===== src/rtl/bounce_scheduler.sv =====
// ---------------------------------------------------------------------------
// bounce_scheduler
//
// Frame-synchronous motion scheduler for N_OBJ bouncing objects. All objects
// share one position-update datapath, and each accepted pass walks the slots
// one per clock. A finished pass is copied into a snapshot bank that the
// renderer reads through a registered, indexed port. The renderer never sees
// the working values, so a frame can never show a half-updated scene.
//
// Ports
//   clk          pixel clock
//   rst_n        asynchronous active-low reset
//   frame_start  one-cycle pulse at frame start
//   enable       allows new passes; sampled together with frame_start
//   rd_idx       snapshot read index
//   rd_x, rd_y   registered snapshot centre of slot rd_idx (0 if out of range)
//   busy         update pass in progress (UPDATE or PUBLISH)
//   update_done  one-cycle pulse in the PUBLISH cycle
//   overrun      frame_start seen while busy (combinational, same cycle)
//
// state     | meaning
// ----------+-------------------------------------------------------------
// S_IDLE    | wait for frame_start && enable; divide by FRAME_DIV
// S_UPDATE  | update working slot `slot`, one slot per cycle
// S_PUBLISH | copy working bank into snapshot, pulse update_done
// ---------------------------------------------------------------------------
module bounce_scheduler #(
    parameter int N_OBJ      = 4,
    parameter int IDX_W      = 2,
    parameter int Bit_Wight  = 10,
    parameter int Wight      = 640,
    parameter int Height     = 480,
    parameter int Radius     = 150,
    parameter int Line_Width = 3,
    parameter int STEP_X     = 3,
    parameter int STEP_Y     = 1,
    parameter int SPACING    = 16,
    parameter int FRAME_DIV  = 1
) (
    input  logic                 clk,
    input  logic                 rst_n,
    input  logic                 frame_start,
    input  logic                 enable,
    input  logic [IDX_W-1:0]     rd_idx,
    output logic [Bit_Wight-1:0] rd_x,
    output logic [Bit_Wight-1:0] rd_y,
    output logic                 busy,
    output logic                 update_done,
    output logic                 overrun
);

    localparam int START_CENTR = Radius + Line_Width;
    // One extra bit so p + STEP never wraps before the bound compare.
    localparam int EW   = Bit_Wight + 1;
    localparam int FC_W = (FRAME_DIV > 1) ? $clog2(FRAME_DIV) : 1;

    localparam logic [EW-1:0] LO_E     = EW'(START_CENTR);
    localparam logic [EW-1:0] HI_X_E   = EW'(Wight - START_CENTR);
    localparam logic [EW-1:0] HI_Y_E   = EW'(Height - START_CENTR);
    localparam logic [EW-1:0] STEP_X_E = EW'(STEP_X);
    localparam logic [EW-1:0] STEP_Y_E = EW'(STEP_Y);

    typedef enum logic [1:0] {
        S_IDLE,
        S_UPDATE,
        S_PUBLISH
    } state_t;

    state_t               state;
    logic [IDX_W-1:0]     slot;
    logic [FC_W-1:0]      frame_cnt;

    logic [Bit_Wight-1:0] work_x [N_OBJ];
    logic [Bit_Wight-1:0] work_y [N_OBJ];
    logic                 dir_x  [N_OBJ];
    logic                 dir_y  [N_OBJ];
    logic [Bit_Wight-1:0] snap_x [N_OBJ];
    logic [Bit_Wight-1:0] snap_y [N_OBJ];

    logic [Bit_Wight-1:0] nx, ny;
    logic                 ndx, ndy;

    // Returns {new_dir, new_pos}. Reaching a bound clamps to it and flips the
    // direction in the same update, so an object never leaves [LO, HI].
    function automatic logic [EW-1:0] step_axis(
        input logic [Bit_Wight-1:0] p,
        input logic                 dir,
        input logic [EW-1:0]        step,
        input logic [EW-1:0]        hi
    );
        logic [EW-1:0] pe;
        logic [EW-1:0] res;
        logic          nd;
        pe  = {1'b0, p};
        res = pe;
        nd  = dir;
        if (dir) begin
            if (pe + step <= hi) begin
                res = pe + step;
            end else begin
                res = hi;
                nd  = 1'b0;
            end
        end else begin
            if (pe >= LO_E + step) begin
                res = pe - step;
            end else begin
                res = LO_E;
                nd  = 1'b1;
            end
        end
        return {nd, res[Bit_Wight-1:0]};
    endfunction

    // Shared datapath: only the slot currently addressed is evaluated.
    always_comb begin
        {ndx, nx} = step_axis(work_x[slot], dir_x[slot], STEP_X_E, HI_X_E);
        {ndy, ny} = step_axis(work_y[slot], dir_y[slot], STEP_Y_E, HI_Y_E);
    end

    assign overrun = frame_start & busy;

    always_ff @(posedge clk or negedge rst_n) begin
        if (!rst_n) begin
            state       <= S_IDLE;
            slot        <= '0;
            frame_cnt   <= '0;
            busy        <= 1'b0;
            update_done <= 1'b0;
            rd_x        <= '0;
            rd_y        <= '0;
            for (int i = 0; i < N_OBJ; i++) begin
                work_x[i] <= Bit_Wight'(START_CENTR + i * SPACING);
                work_y[i] <= Bit_Wight'(START_CENTR);
                dir_x[i]  <= 1'b1;
                dir_y[i]  <= 1'b1;
                snap_x[i] <= Bit_Wight'(START_CENTR + i * SPACING);
                snap_y[i] <= Bit_Wight'(START_CENTR);
            end
        end else begin
            update_done <= 1'b0;

            if (int'(rd_idx) < N_OBJ) begin
                rd_x <= snap_x[rd_idx];
                rd_y <= snap_y[rd_idx];
            end else begin
                rd_x <= '0;
                rd_y <= '0;
            end

            case (state)
                S_IDLE: begin
                    if (frame_start && enable) begin
                        if (frame_cnt == FC_W'(FRAME_DIV - 1)) begin
                            frame_cnt <= '0;
                            slot      <= '0;
                            busy      <= 1'b1;
                            state     <= S_UPDATE;
                        end else begin
                            frame_cnt <= frame_cnt + FC_W'(1);
                        end
                    end
                end
                S_UPDATE: begin
                    work_x[slot] <= nx;
                    work_y[slot] <= ny;
                    dir_x[slot]  <= ndx;
                    dir_y[slot]  <= ndy;
                    if (slot == IDX_W'(N_OBJ - 1)) begin
                        update_done <= 1'b1;
                        state       <= S_PUBLISH;
                    end else begin
                        slot <= slot + IDX_W'(1);
                    end
                end
                S_PUBLISH: begin
                    for (int i = 0; i < N_OBJ; i++) begin
                        snap_x[i] <= work_x[i];
                        snap_y[i] <= work_y[i];
                    end
                    busy  <= 1'b0;
                    state <= S_IDLE;
                end
                default: begin
                    busy  <= 1'b0;
                    state <= S_IDLE;
                end
            endcase
        end
    end

endmodule


===== config.mk =====
export PLATFORM = sky130hd
export DESIGN_NAME = bounce_scheduler
export DESIGN_NICKNAME = d
export VERILOG_FILES = /design/src/rtl/bounce_scheduler.sv
export SDC_FILE = /design/constraint.sdc
export NUM_CORES = 1
export LEC_CHECK = 0
export ABC_AREA = 1
export ABC_CLOCK_PERIOD_IN_PS = 3400
export CAP_MARGIN = 10
export CORE_MARGIN = 5
export CORE_UTILIZATION = 40
export CTS_CLUSTER_SIZE = 8
export DETAILED_ROUTE_END_ITERATION = 12
export PLACE_DENSITY = 0.56
export SKIP_LAST_GASP = 1
export SLEW_MARGIN = 0
export SYNTH_ARGS = -nofsm -noshare
export SYNTH_HDL_FRONTEND = slang
export SYNTH_SLANG_ARGS = --single-unit

===== constraint.sdc =====
create_clock -name clk -period 3.4 [get_ports clk]
set_input_delay 0.34 -clock clk [delete_from_list [all_inputs] [get_ports clk]]
set_output_delay 0.34 -clock clk [all_outputs]
set_load 0.1 [all_outputs]

==> flow_metrics.tcl, run 1 <==
set metrics [dict create \
    status "completed" \
    place_hpwl_mm 15.6 \
    first_pass_iters 5 \
    p_int_w 0.00660 \
    final_common_cell "nand2_1" \
    clkPwrFrac 0.163 \
    pwr-share-seq 0.333 \
    die_y_microns 167 \
    hold_path_class "flip-flop to flip-flop" \
    cts_buffers 17 \
    post-route-period-util 0.911 \
    synth-edff-count 0 \
    netlist_instances 1110 \
    drv_cap 0 \
    power.share.combinational 0.505 \
    use_met2 0.265 \
    maxSlewHeadroom 0.276 \
    drc 0 \
    viasPerCell 5.13 \
    worst_slew_pin_slew_ns 1.09 \
    multi_input_area_sq_um 4280 \
    rsz0062_at_grt "false" \
    r2r_end "work_x[12]" \
    dieArea_sq_um 27700 \
    critPathLaunch "slot[1]" \
    io_buffers 28 \
    post_cts.repair.setup_buffers 0 \
    h-tree-depth 4 \
    fillCellCount 2353 \
    ios 29 \
    min_path_cells 2 \
    cp-end-kind "flip-flop" \
    die_w_microns 167 \
    ant_nets 0 \
    grt_overflow 0 \
    reg2reg_from "slot[1]" \
    ir_worst_vdd_mv 0.463 \
    final-seq-area_sq_um 4950 \
    cts_tree "done" \
    wirelength_mm 24.5 \
    netlist.area_leader.share 0.306 \
    start_util 0.404 \
    clk_pin_slew_ns 0.07 \
    grtUsageTotal 0.181 \
    crit_end "work_x[12]" \
    ys_async_sr_fraction 1.00 \
    power.density_nw_per_um2 1130 \
    cts.sinks 194 \
    syn_nets 1127 \
    grt_max_degree 88 \
    synth_area_leaders "dfrtp_1 (31%), dfstp_2 (20%), nand2_1 (14%)" \
    r2r_slack_ns 0.30 \
    final_layout_size_suffix_gt1_frac 0.227 \
    reg2reg_depth 14 \
    routed-via-count 7515 \
    synth_warnings 0 \
    syn_area_sq_um 9800 \
    switching_share 0.468 \
    slew_violations 0 \
    cp_max_fo 23 \
    ys_seq_area_frac 0.505 \
    min_period_ns 3.10 \
    area_growth_pct 12.1 \
    antenna_found_initial 0 \
    yosysTopAreaCell "dfrtp_1" \
    fin_worst_skew_ns 0.00875 \
    worstPathRequired_ns 3.68 \
    nNetsFinal 1146 \
    grt_first_pass_wirelength_mm 40.3 \
    path_class "flip-flop to flip-flop" \
    wl_per_cell_microns 16.7 \
    critPathArrivalTime_ns 3.38 \
    core_sq_um 24200 \
    syn_area_per_cell_sq_um 8.83 \
    gp_congestion 0.937 \
    cts_buffer_depth 2 \
    max_freq_mhz 323 \
    switchingPower_w 0.00579 \
    synth_cell_types 46 \
    met1_usage 0.279 \
    grt_pass1_vias 7191 \
    final_hold_viol_count 0 \
    cts_root_buf "clkbuf_16" \
    setup_violations 0 \
    drt_iter0_markers 717 \
    busiest_layer "met1" \
    start_kind "flip-flop" \
    synthFlopType "dfrtp_1" \
    layout_common_cells "nand2_1 (352), dfrtp_1 (119), o21ai_0 (91)" \
    post_dp_cell_area_sq_um 10400 \
    clk-insertion-delay-late_ns 0.43 \
    finalInstanceArea_sq_um 11000 \
    p_leak_nw 5.14 \
    fin_tns_setup_ns 0 \
    num_rows 57 \
    insertedDiodeCount 0 \
    grtUsageMet3 0.0213 \
    synth_seq_cells 194 \
]
==> per-layer routing <==
metal | up-vias | part of all wire
li1 | 3664 | -
met1 | 3633 | 0.51
met2 | 187 | 0.42
met3 | 31 | 0.048
met4 | 0 | 0.021
met5 | - | 0
==> synth_stat cells (2+ instances only) <==
library cell,n
a21oi_1,13
a31oi_1,2
a32oi_2,3
and2_1,2
buf_2,11
buf_4,2
buf_6,8
buf_8,2
clkbuf_1,29
clkinv_1,2
dfrtp_1,120
dfstp_2,74
ha_1,11
inv_1,62
inv_2,11
mux2_2,69
nand2_1,353
nand2_2,16
nand2_4,2
nand3_1,69
nand3_2,5
nand3b_2,2
nand4_1,9
nor2_1,71
nor2_2,3
nor3_1,4
o21ai_0,91
o21ai_1,17
o21bai_4,4
o22ai_1,21
xor2_1,6
xor2_2,2
==> cell type report <==
type,count,share of cell area
repair buffers,52,0.0434
flip-flops and latches,194,0.450
clock buffers,17,0.0387
well taps,324,0.0369
multi-input cells,788,0.389
clock inverters,15,0.0150
inverters,76,0.0263
==> stage by stage <==
step           cells  setup WS, ns  hold slack (ns)  power, W   util
2_1_floorplan   1110         0.889           0.0444   0.00881      -
3_3_place_gp    1433         0.422            0.452    0.0103  0.428
3_5_place_dp    1433         0.391            0.453    0.0104  0.428
4_1_cts         1466         0.363            0.471    0.0124  0.453
5_1_grt         1466        0.0143            0.493    0.0134  0.453
6_report        1466         0.301            0.471    0.0124  0.453
==> power groups by stage <==
| stage | sequential [W] | clock (W) | combinational, W |
|---|---|---|---|
| 6_report | 0.00412 | 0.00201 | 0.00625 |
| 5_1_grt | 0.00425 | 0.00218 | 0.00700 |
| 4_1_cts | 0.00412 | 0.00207 | 0.00625 |
| 3_5_place_dp | 0.00416 | 0 | 0.00622 |
| 3_3_place_gp | 0.00414 | 0 | 0.00617 |
| 2_1_floorplan | 0.00444 | 0 | 0.00437 |
==> state kept, by name, summed over array words and instances (netlist names) <==
name         cells
busy             1
dir_x            4
dir_y            4
rd_x            10
rd_y            10
slot             2
snap_x          40
snap_y          40
state            2
update_done      1
work_x          40
work_y          40
==> worst max-delay path: stages (launching register included) <==
cell and delay, ns:
dfrtp_1 0.37, clkinv_2 0.42, nand3_1 0.25, nand2_1 0.15, inv_1 0.10, nand2_1 0.10, nor2_2 0.24, inv_1 0.07
o21ai_1 0.15, nand3_1 0.10, nand3_1 0.11, or2_0 0.47, nand3_2 0.20, nand3_1 0.12, o21ai_1 0.08
==> how the worst min path moves through the flow <==
stage                           from  slack (ns)          to
final                     work_y[37]        0.47  work_y[37]
after global routing      work_y[10]        0.49  work_y[10]
after CTS                 work_y[37]        0.47  work_y[37]
after detailed placement       rst_n        0.45    state[0]
after floorplan                rst_n        0.04        busy
after global placement         rst_n        0.45        busy
==> timing repair <==
action / CTS / global route
hold buffers: 1 / 0
gates resized for setup: 0 / 1
setup endpoints to repair: 0 / 1
hold endpoints to repair: 11 / 0
==> cell families after synthesis <==
kind of cell,count (synthesis),synth area share
buffers and inverters,128,0.0599
AND/OR/NAND/NOR,542,0.235
XOR/XNOR,9,0.00957
flip-flops,194,0.505
AO/OA/AOI/OAI,157,0.0971
adder cells (fa/ha/maj),11,0.0140
multiplexers,69,0.0793
Note: power is estimated with default switching activity, not from simulation.
==> run 2, diff against run 1 <==
--- a/config.mk
+++ b/config.mk
@@ -7,7 +7,6 @@
 export LEC_CHECK = 0
 export ABC_AREA = 1
 export ABC_CLOCK_PERIOD_IN_PS = 3400
-export CAP_MARGIN = 10
 export CORE_MARGIN = 5
 export CORE_UTILIZATION = 40
 export CTS_CLUSTER_SIZE = 8
==> results of run 2 <==
Same layout as run 1: the final DEF is identical, and so are final timing and power.
==> run 3, diff against run 2 <==
--- a/config.mk
+++ b/config.mk
@@ -7,7 +7,7 @@
 export LEC_CHECK = 0
 export ABC_AREA = 1
 export ABC_CLOCK_PERIOD_IN_PS = 3400
-export CORE_MARGIN = 5
+export CORE_MARGIN = 2
 export CORE_UTILIZATION = 40
 export CTS_CLUSTER_SIZE = 8
 export DETAILED_ROUTE_END_ITERATION = 12
==> constraint.sdc (replaced) <==
create_clock -name clk -period 3.4 [get_ports clk]
set_input_delay 0.34 -clock clk [delete_from_list [all_inputs] [get_ports clk]]
set_output_delay 0.34 -clock clk [all_outputs]
set_load 0.02 [all_outputs]
==> run 3 against run 2 <==
Against the previous run: clock power fell by 3%; via count shrank 0.39%; critical path depth is the same; hold slack is essentially flat; cell count grew 0.20%; register-to-register slack gained 0.16 ns; largest cell class unchanged.
==> flow_metrics.tcl, run 3 (synthesized netlist as in run 1, its figures left out) <==
set metrics [dict create \
    fillCellCount 2316 \
    drc 0 \
    status "completed" \
    core_sq_um 24200 \
    top_layer_used "met4" \
    final_common_cell "nand2_1" \
    clk_pin_slew_ns 0.08 \
    grt_pass1_vias 7107 \
    gp_congestion 0.914 \
    cts_buffers 17 \
    path_class "flip-flop to flip-flop" \
    ctsResizeCount 0 \
    clkPwrFrac 0.163 \
    wl_met2_mm 10.7 \
    grt_max_degree 94 \
    insertedDiodeCount 0 \
    pwr-share-seq 0.345 \
    ant_nets 0 \
    io_buffers 28 \
    place_hpwl_mm 16.1 \
    grtUsageTotal 0.203 \
    dieArea_sq_um 25800 \
    switchingPower_w 0.00542 \
    slew_violations 0 \
    hold_path_class "flip-flop to flip-flop" \
    rsz0062_at_grt "false" \
    cts_tree "done" \
    wl_met1_mm 13.1 \
    num_rows 57 \
    switching_share 0.452 \
    drv_cap 0 \
    cts_root_buf "clkbuf_16" \
    min_period_ns 2.94 \
    finalWorstSetupSlack_ns 0.460 \
    grt_overflow 0 \
    met3_length_mm 1.01 \
    p_int_w 0.00656 \
    nNetsFinal 1149 \
    post-route-period-util 0.865 \
    viasPerCell 5.10 \
    setup_violations 0 \
    cp-end-kind "flip-flop" \
    worst_slew_pin_slew_ns 1.07 \
    ios 29 \
    power.density_nw_per_um2 1090 \
    clk-insertion-delay-late_ns 0.43 \
    post_cts.repair.setup_buffers 0 \
    antenna_found_initial 0 \
    p_leak_nw 5.15 \
    final_layout_size_suffix_gt1_frac 0.228 \
    cp_max_fo 22 \
    max_freq_mhz 340 \
    maxSlewHeadroom 0.283 \
    first_pass_iters 7 \
    finalInstanceArea_sq_um 11000 \
    power.share.combinational 0.492 \
    start_kind "flip-flop" \
    worstPathRequired_ns 3.73 \
    post_dp_cell_area_sq_um 10400 \
    final_hold_viol_count 0 \
    post-place-ws_ns 0.532 \
    final_util 0.455 \
    cts.sinks 194 \
    fin_tns_setup_ns 0 \
    start_util 0.405 \
    grt_first_pass_wirelength_mm 40.7 \
    layout_common_cells "nand2_1 (352), dfrtp_1 (119), o21ai_0 (91)" \
    wl_per_cell_microns 17.2 \
    drt_iter0_markers 661 \
    die_w_microns 161 \
    cts_buffer_depth 2 \
    die_y_microns 161 \
    fin_worst_skew_ns 0.0138 \
    area_growth_pct 12.3 \
    wirelength_mm 25.2 \
    ir_worst_vdd_mv 0.397 \
    routed-via-count 7486 \
    critPathArrivalTime_ns 3.27 \
    h-tree-depth 4 \
]
-- run 3: area by class of cell --
| type | count | area, sq um | share of cell area |
|---|---|---|---|
| repair buffers | 55 | 514 | 0.0467 |
| multi-input cells | 788 | 4280 | 0.389 |
| well taps | 324 | 405 | 0.0368 |
| flip-flops and latches | 194 | 4950 | 0.450 |
| clock inverters | 15 | 144 | 0.0131 |
| inverters | 76 | 288 | 0.0262 |
| clock buffers | 17 | 425 | 0.0387 |
-- run 3: path summary, 6_finish.rpt --
path	startpoint	endpoint	slack [ns]	depth (start not counted)
setup reg to reg	slot[1]	work_x[37]	0.46	14
max in group asynchronous	rst_n	work_y[3]	1.94	3
hold / removal	work_y[0]	work_y[0]	0.47	2
hold reg to reg	work_y[0]	work_y[0]	0.47	2
setup / recovery	slot[1]	work_x[37]	0.46	14
min in group asynchronous	rst_n	snap_x[21]	0.51	2
-- run 3: routing by layer --
metal  vias up  GRT usage
met3        30     0.0300
li1       3670          -
met1      3619      0.314
met2       167      0.298
met5         -          0
met4         0     0.0504
-- run 3: repair_timing --
action | in CTS | in global routing
hold buffers | 1 | 0
setup endpoints to repair | 0 | 0
hold endpoints to repair | 10 | 0
-- run 3: power groups by stage --
| stage | combinational, W | sequential [W] | clock (W) |
|---|---|---|---|
| floorplan | 0.00436 | 0.00404 | 0 |
| detailed placement | 0.00586 | 0.00417 | 0 |
| global placement | 0.00585 | 0.00415 | 0 |
| finish | 0.00590 | 0.00413 | 0.00195 |
| CTS | 0.00589 | 0.00412 | 0.00200 |
| global route | 0.00663 | 0.00426 | 0.00210 |
-- run 3: stage by stage --
step,hold slack [ns],total power [W],std cells
after floorplan,0.0444,0.00839,1110
after global placement,0.455,0.0100,1436
after detailed placement,0.459,0.0100,1436
after CTS,0.471,0.0120,1469
after global routing,0.494,0.0130,1469
final,0.470,0.0120,1469
-- run 3: critical path, stage by stage (launching register included) --
cell     delay, ns
dfrtp_1       0.37
buf_4         0.37
nand3_1       0.17
nand2_1       0.19
ha_1          0.23
inv_1         0.10
nand2_1       0.12
o21ai_0       0.08
o21ai_1       0.10
nand3_1       0.11
nand3_1       0.11
or2_0         0.45
nand3_2       0.23
nand3_1       0.12
o21ai_1       0.09
